## src/rtl/score_display.sv

```systemverilog
// Score capture and 8-digit multiplexed seven-segment driver.
// Define SCORE_DISP_BCD_EN to convert the binary score to decimal before display.
module score_display #(
  parameter int unsigned SCAN_DIV = 100_000
) (
  input  logic        clk,
  input  logic        reset,
  input  logic [31:0] val_in,
  input  logic        load,
  output logic [6:0]  cat_out,
  output logic [7:0]  an_out,
  output logic        busy
);

  localparam int unsigned DIV_W = $clog2(SCAN_DIV);
  localparam logic [DIV_W-1:0] DIV_LAST = DIV_W'(SCAN_DIV - 1);

  logic [DIV_W-1:0] div_cnt;
  logic [2:0]       dig_idx;
  logic [31:0]      disp_reg;
  logic [3:0]       nibble;
  logic [6:0]       glyph;

  always_ff @(posedge clk or posedge reset) begin
    if (reset) begin
      div_cnt <= '0;
      dig_idx <= '0;
    end else if (div_cnt == DIV_LAST) begin
      div_cnt <= '0;
      dig_idx <= dig_idx + 3'd1;
    end else begin
      div_cnt <= div_cnt + DIV_W'(1);
    end
  end

  always_comb begin
    nibble = disp_reg[{dig_idx, 2'b00} +: 4];
    glyph  = 7'h7F;
    case (nibble)
      4'h0: glyph = 7'h40;
      4'h1: glyph = 7'h79;
      4'h2: glyph = 7'h24;
      4'h3: glyph = 7'h30;
      4'h4: glyph = 7'h19;
      4'h5: glyph = 7'h12;
      4'h6: glyph = 7'h02;
      4'h7: glyph = 7'h78;
      4'h8: glyph = 7'h00;
      4'h9: glyph = 7'h10;
      4'hA: glyph = 7'h08;
      4'hB: glyph = 7'h03;
      4'hC: glyph = 7'h46;
      4'hD: glyph = 7'h21;
      4'hE: glyph = 7'h06;
      4'hF: glyph = 7'h0E;
      default: glyph = 7'h7F;
    endcase
  end

  // Anode and segments registered together so one digit is lit at a time.
  always_ff @(posedge clk or posedge reset) begin
    if (reset) begin
      an_out  <= 8'hFF;
      cat_out <= 7'h7F;
    end else begin
      an_out  <= ~(8'b1 << dig_idx);
      cat_out <= glyph;
    end
  end

`ifdef SCORE_DISP_BCD_EN
  localparam logic [1:0] ST_IDLE  = 2'd0;
  localparam logic [1:0] ST_SHIFT = 2'd1;
  localparam logic [1:0] ST_DONE  = 2'd2;

  logic [1:0]  state;
  logic [31:0] bin_sr;
  logic [31:0] pend_reg;
  logic [39:0] bcd;
  logic [39:0] bcd_adj;
  logic [4:0]  bit_cnt;
  logic        pending;

  always_comb begin
    bcd_adj = bcd;
    for (int unsigned i = 0; i < 10; i++) begin
      if (bcd[4*i +: 4] >= 4'd5) bcd_adj[4*i +: 4] = bcd[4*i +: 4] + 4'd3;
    end
  end

  always_ff @(posedge clk or posedge reset) begin
    if (reset) begin
      state    <= ST_IDLE;
      bin_sr   <= '0;
      pend_reg <= '0;
      bcd      <= '0;
      bit_cnt  <= '0;
      pending  <= 1'b0;
      disp_reg <= '0;
    end else begin
      case (state)
        ST_IDLE: begin
          if (load) begin
            bin_sr  <= val_in;
            bcd     <= '0;
            bit_cnt <= '0;
            state   <= ST_SHIFT;
          end
        end
        ST_SHIFT: begin
          {bcd, bin_sr} <= {bcd_adj[38:0], bin_sr, 1'b0};
          bit_cnt       <= bit_cnt + 5'd1;
          if (bit_cnt == 5'd31) state <= ST_DONE;
          if (load) begin
            pend_reg <= val_in;
            pending  <= 1'b1;
          end
        end
        ST_DONE: begin
          disp_reg <= (bcd[39:32] != 8'd0) ? 32'h9999_9999 : bcd[31:0];
          // A load arriving now supersedes any older pending word and restarts directly.
          if (load || pending) begin
            bin_sr  <= load ? val_in : pend_reg;
            bcd     <= '0;
            bit_cnt <= '0;
            pending <= 1'b0;
            state   <= ST_SHIFT;
          end else begin
            state <= ST_IDLE;
          end
        end
        default: state <= ST_IDLE;
      endcase
    end
  end

  assign busy = (state != ST_IDLE);
`else
  always_ff @(posedge clk or posedge reset) begin
    if (reset)     disp_reg <= '0;
    else if (load) disp_reg <= val_in;
  end

  assign busy = 1'b0;
`endif

endmodule

```

## config.mk

```make
export PLATFORM = sky130hd
export DESIGN_NAME = score_display
export DESIGN_NICKNAME = d
export VERILOG_FILES = /design/src/rtl/score_display.sv
export SDC_FILE = /design/constraint.sdc
export NUM_CORES = 1
export LEC_CHECK = 0
export ABC_AREA = 1
export BUFFER_PORTS_ARGS = -buffer_cell sky130_fd_sc_hd__clkbuf_2
export CORE_ASPECT_RATIO = 0.8
export CORE_MARGIN = 4
export CORE_UTILIZATION = 40
export DETAILED_ROUTE_END_ITERATION = 12
export HOLD_SLACK_MARGIN = 0.05
export PLACE_DENSITY = 0.56
export SLEW_MARGIN = 20
export SYNTH_ARGS = -nofsm -noshare
export SYNTH_HDL_FRONTEND = slang
export SYNTH_SLANG_ARGS = --single-unit
```

## constraint.sdc

```tcl
create_clock -name clk -period 2.75 [get_ports clk]
set_clock_uncertainty 0.2 [all_clocks]
set_input_delay 0.1375 -clock clk [delete_from_list [all_inputs] [get_ports clk]]
set_output_delay 0.1375 -clock clk [all_outputs]
set_load 0.02 [all_outputs]
```

==> impl_metrics.toml <==
[sta]
hold-worst-slack_ns = 0.171
slew_headroom = 0.548
max_freq_mhz = 462
setup-violations-final = 0
layout_min_cycle_time_ns = 2.17
period_share = 0.788
worstMarginPinSlew_ns = 0.677
final_max_slew_viol_count = 0
rsz0062_at_grt = "no"
finalHoldViolCount = 0
fin_setup_tns_ns = 0

[power_and_ir_drop]
netSwitchingPower_uw = 554
switching_share = 0.254
pwr_density_cell_nw_per_um2 = 506
leakage_nw = 2.17
clockPowerShare = 0.379
p_seq_frac = 0.491
ir_drop_mv = 0.280
internal-power_mw = 1.63
combPwrFrac = 0.130

[route]
ant_nets = 0
wl_um = 7710
viasPerCell = 4.61
drt_first_pass_iters = 4
num_vias = 2758
drt-initial-drc-count = 159
post_drt_wl_per_cell_um = 12.9
drc = 0

[placement]
port_buffers = 49
gp_congestion = 0.833
hpwlAfterDp_um = 5520

[clock_network]
cts_tree = "yes"
clkTransAtPathRegs_ns = 0.07
cts_inserted_buffers = 9
cts.sinks = 67
cts_resized = 0
clock_path_buffers = 2
insertion_delay_ns = 0.35
htreeDepth = 3
postCtsSetupBuffers = 0
hold_buffers = 33
clk_root_buffer_cell = "clkbuf_8"

[global_routing]
grt_pass1_wl_um = 13300
first_global_vias = 2716
globalRouteTotalUtil = 0.162
grt_max_degree = 37
grt_overflow = 0
antenna_found_initial = 0

[critical_path]
cpMostUsedCell = "nand2_1"
cp_slowest_cell = "dfrtp_1"
worstRegToRegCells = 10
reg2reg_slack_ns = 0.58
setup.worst_path.start_class = "flip-flop"
critPathMaxStageDelay_ns = 0.65
worstPathArrival_ns = 2.24
worstPathCellList = "inv_4 > nand3_1 > nand3_1 > nand2_1 > inv_1 > ha_1 > nand3_1 > nand2_1 > nand2_1 > nand2_1"
crit_fanout = 11
r2r-start = "dig_idx[1]$_DFFE_PP0N_"
worstReg2RegEnd = "cat_out[3]$_DFF_PP1_"
worstSetupPathType = "flip-flop to flip-flop"
worstSetupEndpointType = "flip-flop"
required_ns = 2.82

[die]
core_area_um2 = 8130
ioPinCount = 51
die-height_um = 90.8
chipWidth_um = 112
start_util = 0.422
die_area_um2 = 10100
row_count = 29

[run]
cap_violations = 0

[worst_hold_path]
hold_depth = 3
holdCritPathClass = "input port to flip-flop"
min-delay-start = "load"
min_to = "disp_reg[16]$_DFFE_PP0P_"

[yosys]
syn-cell-area_um2 = 3430
avgSynthCellArea_um2 = 8.53
synth_area_leaders = "dfrtp_1, dfstp_2, nand2_1, inv_1, nand3_1"
ys_seq_area_frac = 0.494
synth_warnings = 0
ys_seq_elements = 67
synth_top_area_share = 0.379
ys_types = 36
synth_fp_nets = 450
synth_top_area_cell = "dfrtp_1"
synthCells = 402

[final_layout]
nets = 533
largest_reg_flops = 32
layout-drive-gt1-share = 0.241
diodes = 0
synthToLayoutAreaGrowth_pct = 25.6

[run_status]
status = "finished, final reports clean"
layer usage:
metal / GRT usage / vias to the layer above / part of all wire
met1: 0.238 / 1262 / 0.52
met4: 0.0365 / 0 / 0.0099
li1: - / 1432 / -
met5: 0 / - / 0
met2: 0.231 / 55 / 0.41
met3: 0.0536 / 9 / 0.053
worst max path at each step:
| stage | from | endpoint | cells after the start |
|---|---|---|---|
| after global routing | dig_idx[1]$_DFFE_PP0N_ | cat_out[6]$_DFF_PP1_ | 10 |
| after CTS | dig_idx[1]$_DFFE_PP0N_ | cat_out[5]$_DFF_PP1_ | 10 |
| after floorplan | reset | dig_idx[0]$_DFFE_PP0N_ | 1 |
| after detailed placement | dig_idx[1]$_DFFE_PP0N_ | cat_out[5]$_DFF_PP1_ | 10 |
| after global placement | dig_idx[1]$_DFFE_PP0N_ | cat_out[3]$_DFF_PP1_ | 10 |
| final | dig_idx[1]$_DFFE_PP0N_ | cat_out[3]$_DFF_PP1_ | 10 |
worst max-delay path, delay by kind of cell, from the launching register on:
kind                     cells  cell delay, ns
buffers and inverters        2            0.29
flip-flops                   1            0.65
adder cells (fa/ha/maj)      1            0.23
AND/OR/NAND/NOR              7            0.73
stage by stage:
| step | power (mW) | util | area (um^2) | setup slack [ns] | cells |
|---|---|---|---|---|---|
| 2_1_floorplan | 1.25 | - | 3430 | 0.754 | 402 |
| 3_3_place_gp | 1.34 | 0.464 | 3770 | 0.732 | 549 |
| 3_5_place_dp | 1.34 | 0.464 | 3770 | 0.631 | 549 |
| 4_1_cts | 2.21 | 0.530 | 4310 | 0.618 | 598 |
| 5_1_grt | 2.31 | 0.530 | 4310 | 0.424 | 598 |
| 6_report | 2.18 | 0.530 | 4310 | 0.584 | 598 |
area by class of cell:
cell class | instances | area (um^2)
Fill cell | 748 | 3820
Sequential cell | 67 | 1700
Multi-Input combinational cell | 259 | 1420
Timing Repair Buffer | 86 | 618
Inverter | 62 | 238
Clock buffer | 15 | 198
Tap cell | 108 | 135
Clock inverter | 1 | 5.00
cell usage after synthesis:
cell	instances
dfrtp_1	52
nor2_2	4
nand3_1	38
nand3b_1	1
o21ai_0	32
nand4_1	5
dfstp_2	15
nand4_2	1
nor3_1	6
nor2_1	13
nor2_4	2
buf_4	4
inv_4	2
inv_2	6
a21oi_1	4
ha_1	13
conb_1	1
buf_2	3
nor4_1	1
nand2_2	6
a21oi_2	1
a31oi_1	1
buf_6	1
o211ai_1	4
clkinv_1	1
xnor2_1	2
nand3_4	2
xor2_1	5
o31ai_1	1
nand2_4	1
mux2_2	4
inv_1	53
clkbuf_1	6
nand3_2	6
o21ai_1	1
nand2_1	104
cells in the final DEF (no fill, tap or decap), types with 3 or more instances in the layout:
| cell type | instances |
|---|---|
| nor3_1 | 6 |
| inv_2 | 7 |
| nor2_1 | 13 |
| nand4_1 | 5 |
| nand2_1 | 104 |
| clkbuf_8 | 12 |
| nand3_1 | 38 |
| ha_1 | 13 |
| a21oi_1 | 4 |
| dfstp_2 | 15 |
| nand2_2 | 6 |
| xor2_1 | 5 |
| mux2_2 | 4 |
| dfrtp_1 | 52 |
| o211ai_1 | 4 |
| nor2_2 | 4 |
| inv_1 | 52 |
| nand3_2 | 6 |
| buf_4 | 3 |
| clkbuf_2 | 49 |
| dlygate4sd3_1 | 33 |
| o21ai_0 | 32 |
cells by family after synthesis:
group	after synthesis	synth area share
muxes	4	0.0131
adders and majority gates	13	0.0474
DFF	67	0.494
and+or+nand+nor	190	0.265
other	1	0.00109
buffers and inverters	76	0.0923
AOI/OAI and AO/OA	44	0.0693
xor gates and xnor gates	7	0.0179
power groups by stage:
| stage | logic (mW) | registers [mW] | clock network, mW |
|---|---|---|---|
| 3_5_place_dp | 0.248 | 1.09 | 0 |
| 2_1_floorplan | 0.145 | 1.11 | 0 |
| 6_report | 0.283 | 1.07 | 0.826 |
| 5_1_grt | 0.324 | 1.08 | 0.907 |
| 4_1_cts | 0.287 | 1.07 | 0.854 |
| 3_3_place_gp | 0.247 | 1.09 | 0 |
Note: power is estimated with default switching activity, not from simulation.
